===== src/rtl/wave_gen_pkg.sv =====
// Shared types for the multi-channel square-wave / burst generator.
// Config struct, mode and state encodings, and the runnable-config helper.
package wave_gen_pkg;

    localparam int WG_W  = 8;
    localparam int WG_BW = 8;

    typedef enum logic [1:0] {
        MODE_OFF   = 2'd0,
        MODE_CONT  = 2'd1,
        MODE_BURST = 2'd2
    } wave_mode_t;

    typedef enum logic [1:0] {
        IDLE = 2'd0,
        HIGH = 2'd1,
        LOW  = 2'd2
    } state_t;

    typedef struct packed {
        logic [WG_W-1:0]  high;
        logic [WG_W-1:0]  low;
        wave_mode_t       mode;
        logic [WG_BW-1:0] bursts;
    } wave_cfg_t;

    localparam wave_cfg_t CFG_RESET = '{high: '0, low: '0, mode: MODE_CONT, bursts: '0};

    localparam logic [WG_W-1:0]  CNT_ONE   = {{(WG_W-1){1'b0}}, 1'b1};
    localparam logic [WG_BW-1:0] BURST_ONE = {{(WG_BW-1){1'b0}}, 1'b1};

    // A config only produces a waveform if it is enabled and has a non-empty period.
    function automatic logic cfg_runnable(input wave_cfg_t c);
        return (c.mode != MODE_OFF) && ((c.high != '0) || (c.low != '0));
    endfunction

endpackage


===== src/rtl/multi_channel_wave_gen_if.sv =====
// Configuration, control and waveform-output bundle of the wave generator.
// master drives config/start/stop; slave (the generator) drives the outputs.
interface multi_channel_wave_gen_if #(
    parameter int N_CH = 4,
    parameter int W    = 8,
    parameter int BW   = 8
) ();
    import wave_gen_pkg::*;

    localparam int CH_W = (N_CH > 1) ? $clog2(N_CH) : 1;

    logic              cfg_we;
    logic [CH_W-1:0]   cfg_ch;
    logic [W-1:0]      cfg_high;
    logic [W-1:0]      cfg_low;
    wave_mode_t        cfg_mode;
    logic [BW-1:0]     cfg_bursts;
    logic [N_CH-1:0]   start;
    logic [N_CH-1:0]   stop;
    logic [N_CH-1:0]   sq_wave;
    logic [N_CH-1:0]   busy;
    logic [N_CH-1:0]   period_tick;
    logic [N_CH-1:0]   done;

    modport master (
        output cfg_we, cfg_ch, cfg_high, cfg_low, cfg_mode, cfg_bursts, start, stop,
        input  sq_wave, busy, period_tick, done
    );

    modport slave (
        input  cfg_we, cfg_ch, cfg_high, cfg_low, cfg_mode, cfg_bursts, start, stop,
        output sq_wave, busy, period_tick, done
    );

endinterface


===== src/rtl/wave_gen_channel.sv =====
// One generator channel: shadow/active config, HIGH/LOW FSM, phase and burst counters.
// Latency 1 cycle from start/stop to sq_wave/busy; no backpressure, config writes always accepted.
module wave_gen_channel
    import wave_gen_pkg::*;
(
    input  logic      clk,
    input  logic      reset,
    input  logic      cfg_we,
    input  wave_cfg_t cfg_in,
    input  logic      start,
    input  logic      stop,
    output logic      sq_wave,
    output logic      busy,
    output logic      period_tick,
    output logic      done
);

    state_t           state_q, state_d;
    logic [WG_W-1:0]  cnt_q, cnt_d;
    logic [WG_BW-1:0] burst_q, burst_d;
    wave_cfg_t        shd_q, act_q, act_d, ent_cfg;
    logic             pending_q, load_shd, do_enter;

    assign busy = (state_q != IDLE);

    always_comb begin
        state_d     = state_q;
        cnt_d       = cnt_q;
        burst_d     = burst_q;
        act_d       = act_q;
        ent_cfg     = act_q;
        load_shd    = 1'b0;
        do_enter    = 1'b0;
        period_tick = 1'b0;
        done        = 1'b0;
        case (state_q)
            IDLE: if (start && cfg_runnable(shd_q)) begin
                load_shd = 1'b1;
                act_d    = shd_q;
                ent_cfg  = shd_q;
                do_enter = 1'b1;
                burst_d  = (shd_q.bursts == '0) ? BURST_ONE : shd_q.bursts;
            end
            HIGH: begin
                if (cnt_q != '0) begin
                    cnt_d = cnt_q - CNT_ONE;
                end else if (act_q.low != '0) begin
                    state_d = LOW;
                    cnt_d   = act_q.low - CNT_ONE;
                end else begin
                    period_tick = 1'b1;
                end
            end
            LOW: begin
                if (cnt_q != '0) cnt_d = cnt_q - CNT_ONE;
                else             period_tick = 1'b1;
            end
            default: state_d = IDLE;
        endcase

        // Period boundary: pending shadow takes effect, then decide stop vs. next period.
        if (period_tick) begin
            ent_cfg  = pending_q ? shd_q : act_q;
            act_d    = ent_cfg;
            load_shd = pending_q;
            if (burst_q != '0) burst_d = burst_q - BURST_ONE;
            done = (act_q.mode == MODE_BURST) && (burst_q <= BURST_ONE);
            if (done || !cfg_runnable(ent_cfg)) begin
                state_d = IDLE;
                cnt_d   = '0;
            end else begin
                do_enter = 1'b1;
            end
        end

        if (do_enter) begin
            if (ent_cfg.high != '0) begin
                state_d = HIGH;
                cnt_d   = ent_cfg.high - CNT_ONE;
            end else begin
                state_d = LOW;
                cnt_d   = ent_cfg.low - CNT_ONE;
            end
        end

        // Stop overrides everything and leaves both config sets untouched.
        if (stop) begin
            state_d  = IDLE;
            cnt_d    = '0;
            burst_d  = burst_q;
            act_d    = act_q;
            load_shd = 1'b0;
            done     = 1'b0;
        end
    end

    always_ff @(posedge clk or posedge reset) begin
        if (reset) begin
            state_q   <= IDLE;
            cnt_q     <= '0;
            burst_q   <= '0;
            shd_q     <= CFG_RESET;
            act_q     <= CFG_RESET;
            pending_q <= 1'b0;
            sq_wave   <= 1'b0;
        end else begin
            state_q   <= state_d;
            cnt_q     <= cnt_d;
            burst_q   <= burst_d;
            act_q     <= act_d;
            // A write coinciding with a load stays pending; the load used the old shadow.
            shd_q     <= cfg_we ? cfg_in : shd_q;
            pending_q <= cfg_we | (pending_q & ~load_shd);
            sq_wave   <= (state_d == HIGH);
        end
    end

endmodule


===== src/rtl/multi_channel_wave_gen.sv =====
// N-channel programmable square-wave / burst generator; decodes cfg_ch into per-channel writes.
// Latency 1 cycle start/stop to outputs; no backpressure, every config write is taken.
module multi_channel_wave_gen
    import wave_gen_pkg::*;
#(
    parameter int N_CH = 4,
    parameter int W    = WG_W,
    parameter int BW   = WG_BW
) (
    input  logic                    clk,
    input  logic                    reset,
    multi_channel_wave_gen_if.slave bus
);

    localparam int CH_W = (N_CH > 1) ? $clog2(N_CH) : 1;

    logic [W-1:0]    high_w, low_w;
    logic [BW-1:0]   bursts_w;
    wave_cfg_t       cfg_wr;
    logic [N_CH-1:0] sq_vec, busy_vec, tick_vec, done_vec;

    assign high_w   = bus.cfg_high;
    assign low_w    = bus.cfg_low;
    assign bursts_w = bus.cfg_bursts;
    assign cfg_wr   = '{high: high_w, low: low_w, mode: bus.cfg_mode, bursts: bursts_w};

    for (genvar i = 0; i < N_CH; i++) begin : g_ch
        wave_gen_channel u_ch (
            .clk         (clk),
            .reset       (reset),
            .cfg_we      (bus.cfg_we && (bus.cfg_ch == CH_W'(i))),
            .cfg_in      (cfg_wr),
            .start       (bus.start[i]),
            .stop        (bus.stop[i]),
            .sq_wave     (sq_vec[i]),
            .busy        (busy_vec[i]),
            .period_tick (tick_vec[i]),
            .done        (done_vec[i])
        );
    end

    assign bus.sq_wave     = sq_vec;
    assign bus.busy        = busy_vec;
    assign bus.period_tick = tick_vec;
    assign bus.done        = done_vec;

endmodule


===== src/flat_wrapper.sv =====
// flat-port wrapper written by rule: the top's interface ports become plain ports
module multi_channel_wave_gen_flat import wave_gen_pkg::*;
#(
    parameter int N_CH = 4,
    parameter int W    = WG_W,
    parameter int BW   = WG_BW
)
  (clk, reset, bus_cfg_we, bus_cfg_ch, bus_cfg_high, bus_cfg_low, bus_cfg_mode, bus_cfg_bursts, bus_start, bus_stop, bus_sq_wave, bus_busy, bus_period_tick, bus_done);
  multi_channel_wave_gen_if #(.N_CH(N_CH), .W(W), .BW(BW)) bus_i ();
  input  logic clk;
  input  logic reset;
  input wire logic [$bits(bus_i.cfg_we)-1:0] bus_cfg_we;
  input wire logic [$bits(bus_i.cfg_ch)-1:0] bus_cfg_ch;
  input wire logic [$bits(bus_i.cfg_high)-1:0] bus_cfg_high;
  input wire logic [$bits(bus_i.cfg_low)-1:0] bus_cfg_low;
  input wire logic [$bits(bus_i.cfg_mode)-1:0] bus_cfg_mode;
  input wire logic [$bits(bus_i.cfg_bursts)-1:0] bus_cfg_bursts;
  input wire logic [$bits(bus_i.start)-1:0] bus_start;
  input wire logic [$bits(bus_i.stop)-1:0] bus_stop;
  output wire logic [$bits(bus_i.sq_wave)-1:0] bus_sq_wave;
  output wire logic [$bits(bus_i.busy)-1:0] bus_busy;
  output wire logic [$bits(bus_i.period_tick)-1:0] bus_period_tick;
  output wire logic [$bits(bus_i.done)-1:0] bus_done;
  assign bus_i.cfg_we = bus_cfg_we;
  assign bus_i.cfg_ch = bus_cfg_ch;
  assign bus_i.cfg_high = bus_cfg_high;
  assign bus_i.cfg_low = bus_cfg_low;
  assign bus_i.cfg_mode = bus_cfg_mode;
  assign bus_i.cfg_bursts = bus_cfg_bursts;
  assign bus_i.start = bus_start;
  assign bus_i.stop = bus_stop;
  assign bus_sq_wave = bus_i.sq_wave;
  assign bus_busy = bus_i.busy;
  assign bus_period_tick = bus_i.period_tick;
  assign bus_done = bus_i.done;
  multi_channel_wave_gen #(.N_CH(N_CH), .W(W), .BW(BW)) u_core (.clk(clk), .reset(reset), .bus(bus_i));
endmodule

===== config.mk =====
export PLATFORM = sky130hd
export DESIGN_NAME = multi_channel_wave_gen_flat
export DESIGN_NICKNAME = d
export VERILOG_FILES = /design/src/rtl/wave_gen_pkg.sv /design/src/rtl/multi_channel_wave_gen_if.sv /design/src/rtl/wave_gen_channel.sv /design/src/rtl/multi_channel_wave_gen.sv /design/src/flat_wrapper.sv
export SDC_FILE = /design/constraint.sdc
export NUM_CORES = 1
export LEC_CHECK = 0
export CAP_MARGIN = 5
export CELL_PAD_IN_SITES_DETAIL_PLACEMENT = 0
export CELL_PAD_IN_SITES_GLOBAL_PLACEMENT = 2
export CORE_UTILIZATION = 41
export CTS_BUF_LIST = sky130_fd_sc_hd__clkbuf_4 sky130_fd_sc_hd__clkbuf_8
export CTS_CLUSTER_SIZE = 30
export DETAILED_ROUTE_END_ITERATION = 12
export PLACE_DENSITY = 0.87
export SLEW_MARGIN = 25
export SYNTH_ARGS = -nofsm -noshare
export SYNTH_HDL_FRONTEND = slang
export SYNTH_SLANG_ARGS = --single-unit

===== constraint.sdc =====
create_clock -name clk -period 10.4 [get_ports clk]
set_input_delay 1.04 -clock clk [delete_from_list [all_inputs] [get_ports clk]]
set_output_delay 1.04 -clock clk [all_outputs]
set_load 0.03 [all_outputs]

==> impl_metrics.toml <==
[timing]
tns_ns = 0
hold_violations = 0
finalSetupViolations = 0
max_freq_mhz = 203
fin_skew_ns = 0.0273
period_needed_ns = 4.93
relSlewSlack_pct = 31.6
drv_slew = 0
worst_slew_pin_slew_ns = 1.03
period_share_pct = 47.4
rsz0062_at_grt = "false"

[clock_tree]
cts_root_buffer = "clkbuf_8"
cts_buffers = 46
cts_htree_levels = 2
cts-resized-gates = 0
cts_tree = "done"
post_cts_buffers = 0
cts_buffer_depth = 3
clk_pin_slew_worst_paths_ns = 0.07
cts-hold-fix-buffers = 0
cts.sinks = 256
insertion_delay_ns = 0.61

[worst_setup_path]
crit_type = "register to register"
cp-startpoint = "u_core.g_ch[0].u_ch.cnt_q[0]$_DFF_PP0_"
cp_slowest_cell = "nor3_4"
critPathLaunchType = "register"
crit_fanout = 23
reg2reg_slack_ns = 5.47
path_delay_family = "simple AND/OR/NAND/NOR gates"
crit_path_end = "u_core.g_ch[0].u_ch.cnt_q[6]$_DFF_PP0_"
crit_chain = "inv_1, ha_1, or4b_1, nand2b_1, nor3_4, mux2i_2, buf_4, mux2_2, and3_1, a211oi_1, a21o_1, ha_1, o2111ai_1, or4_1, o211ai_1"
required_ns = 10.92
r2r_start = "u_core.g_ch[0].u_ch.cnt_q[0]$_DFF_PP0_"
cpMostUsedCell = "ha_1"
ff2ff_path_depth = 15
timing.rr.end = "u_core.g_ch[0].u_ch.cnt_q[6]$_DFF_PP0_"
path_buf_inv = 2
max_stage_delay_ns = 0.59
worst-path-stages = 15
arrival_ns = 5.45
worst_setup_path_end_kind = "register"

[power_and_ir_drop]
ir_drop_mv = 0.155
p_per_area_mw_per_mm2 = 286
leakage_nw = 7.09

[floorplanning]
num_io_pins = 55
die_area_mm2 = 0.0389
die_h_um = 197
core_area_mm2 = 0.0376
die_x_um = 197
start_util_pct = 41.6
placement_rows = 71

[synthesis]
synthCells = 1662
synth_xor_area_share_pct = 2.41
synthAdderAreaFrac_pct = 3.52
syn-cell-area_mm2 = 0.0156
ys_async_sr_fraction_pct = 100
syn_avg_cell_area_um2 = 9.41
synth_common_cells = "dfrtp_1 (248), mux2_2 (170), nor2_1 (142)"
synth_fp_nets = 1745
synth_top_family_by_area = "compound AO/OA/AOI/OAI gates"
synth-seq-cells = 256
ys_types = 81
synthMuxAreaShare_pct = 13.6
synth_top_cell_area_share_pct = 39.7
yosys.area_share.simple_pct = 16.8
synthFlopType = "dfrtp_1"
synth_compound_area_share_pct = 18.5
yosys-top-cells-area = "dfrtp_1 (40%), mux2_2 (12%), a21oi_1 (4.0%), o21ai_0 (3.8%), ha_1 (3.5%)"
yosysSeqAreaShare_pct = 41.0
synth_most_common_cell = "dfrtp_1"
yosysTopAreaCell = "dfrtp_1"
yosys_warnings = 0
synth-edff-count = 0

[min_path]
hold_class = "register to register"
whs_path_depth = 2

[finish]
insertedDiodeCount = 0
drive_gt1_share_pct = 18.0
finish.utilization_pct = 47.0
final_area_mm2 = 0.0177
area_delta_synth_final_pct = 12.9
nets = 1784
instances_no_fill = 2250
nFillCells = 3528

[drt]
drcViolationCount = 0
drtAntennaViolNets = 0
wl_per_cell_um = 19.6
totalWireLength_um = 44200
vias_per_cell = 5.84
num_vias = 13100
drt_pass1_iterations = 5
drtIter0Drc = 946

[global_routing]
grt_usage_pct = 22.8
grt_first_pass_wirelength_um = 70200
antenna_found_initial = 0
grt_pass1_vias = 12400
grt_overflow = 0
grt_max_degree = 112

[placement]
io_buffers = 54
place_area_mm2 = 0.0166
routabilityCongestion = 0.879
placed_cells = 2164
hpwl_um = 31600

[outcome]
status = "completed"

[run]
drv_cap = 0
## registers in the layout, indices dropped and copies added, names as in the netlist
register / cells
u_core.g_ch.u_ch.act_q: 72
u_core.g_ch.u_ch.burst_q: 32
u_core.g_ch.u_ch.cnt_q: 32
u_core.g_ch.u_ch.pending_q: 4
u_core.g_ch.u_ch.shd_q: 104
u_core.g_ch.u_ch.sq_wave: 4
u_core.g_ch.u_ch.state_q: 8
## cell families (layout without fill, tap and decap cells)
group                    Yosys count  in the layout
AO/OA/AOI/OAI                    457            457
XOR/XNOR                          43             43
adder cells (fa/ha/maj)           44             44
buffers and inverters            148            225
flip-flops                       256            256
multiplexers                     191            191
AND/OR/NAND/NOR                  523            523
## cell usage in the layout, fill, tap and decap left out, drive strengths merged, types with 54 or more instances in the layout
cell / n
a21oi: 125
clkbuf: 73
clkdlybuf4s50: 54
dfrtp: 248
inv: 67
mux2: 171
nand2: 111
nor2: 143
nor3: 76
o21ai: 121
## worst min-delay path by stage
stage / from / slack [ns] / end
floorplan: u_core.g_ch[3].u_ch.shd_q[17]$_DFFE_PP0P_ / 0.47 / u_core.g_ch[3].u_ch.act_q[17]$_DFFE_PP0N_
global placement: u_core.g_ch[1].u_ch.burst_q[6]$_DFFE_PP0N_ / 0.49 / u_core.g_ch[1].u_ch.burst_q[6]$_DFFE_PP0N_
detailed placement: u_core.g_ch[0].u_ch.shd_q[8]$_DFFE_PP1P_ / 0.49 / u_core.g_ch[0].u_ch.act_q[8]$_DFFE_PP1P_
CTS: u_core.g_ch[0].u_ch.shd_q[8]$_DFFE_PP1P_ / 0.50 / u_core.g_ch[0].u_ch.act_q[8]$_DFFE_PP1P_
global route: u_core.g_ch[2].u_ch.shd_q[0]$_DFFE_PP0P_ / 0.54 / u_core.g_ch[2].u_ch.shd_q[0]$_DFFE_PP0P_
finish: u_core.g_ch[0].u_ch.shd_q[8]$_DFFE_PP1P_ / 0.50 / u_core.g_ch[0].u_ch.act_q[8]$_DFFE_PP1P_
## per-stage QoR
stage          setup slack (ns)  power [mW]  hold slack [ns]
2_1_floorplan              2.33        3.33            0.466
3_3_place_gp               5.66        3.94            0.489
3_5_place_dp               5.53        3.94            0.493
4_1_cts                    5.53        5.05            0.502
5_1_grt                    5.14        5.42            0.535
6_report                   5.47        5.05            0.498
## power by group
part           leakage (nW)  switching, mW  total [mW]  internal [mW]
Clock                 0.569          0.457        1.08          0.624
Sequential             3.12          0.454        1.80           1.35
Combinational          3.41           1.26        2.16          0.907
Total                  7.09           2.17        5.05           2.88
## layer usage
metal / part of all wire, % / vias up / GRT usage (%) / routed length (um)
li1: - / 6249 / - / -
met1: 48 / 6452 / 33.0 / 21300
met2: 44 / 350 / 33.9 / 19300
met3: 4.9 / 90 / 3.69 / 2160
met4: 3.2 / 0 / 8.70 / 1410
met5: 0 / - / 0 / 0
## final cells by class
type | count | area [um^2] | area share [%]
inverters | 65 | 251 | 1.42
well taps | 511 | 639 | 3.62
clock inverters | 13 | 123 | 0.694
repair buffers | 74 | 698 | 3.95
clock buffers | 73 | 936 | 5.30
multi-input cells | 1258 | 8610 | 48.7
flip-flops and latches | 256 | 6420 | 36.3
## worst register-to-register path: stages (launching register included)
cell and delay [ns]:
dfrtp_1 0.39, inv_1 0.09, ha_1 0.22, or4b_1 0.55
nand2b_1 0.34, nor3_4 0.59, mux2i_2 0.27, buf_4 0.30
mux2_2 0.48, and3_1 0.26, a211oi_1 0.27, a21o_1 0.13
ha_1 0.19, o2111ai_1 0.19, or4_1 0.50, o211ai_1 0.09
Power figures use the tool's default switching activity.
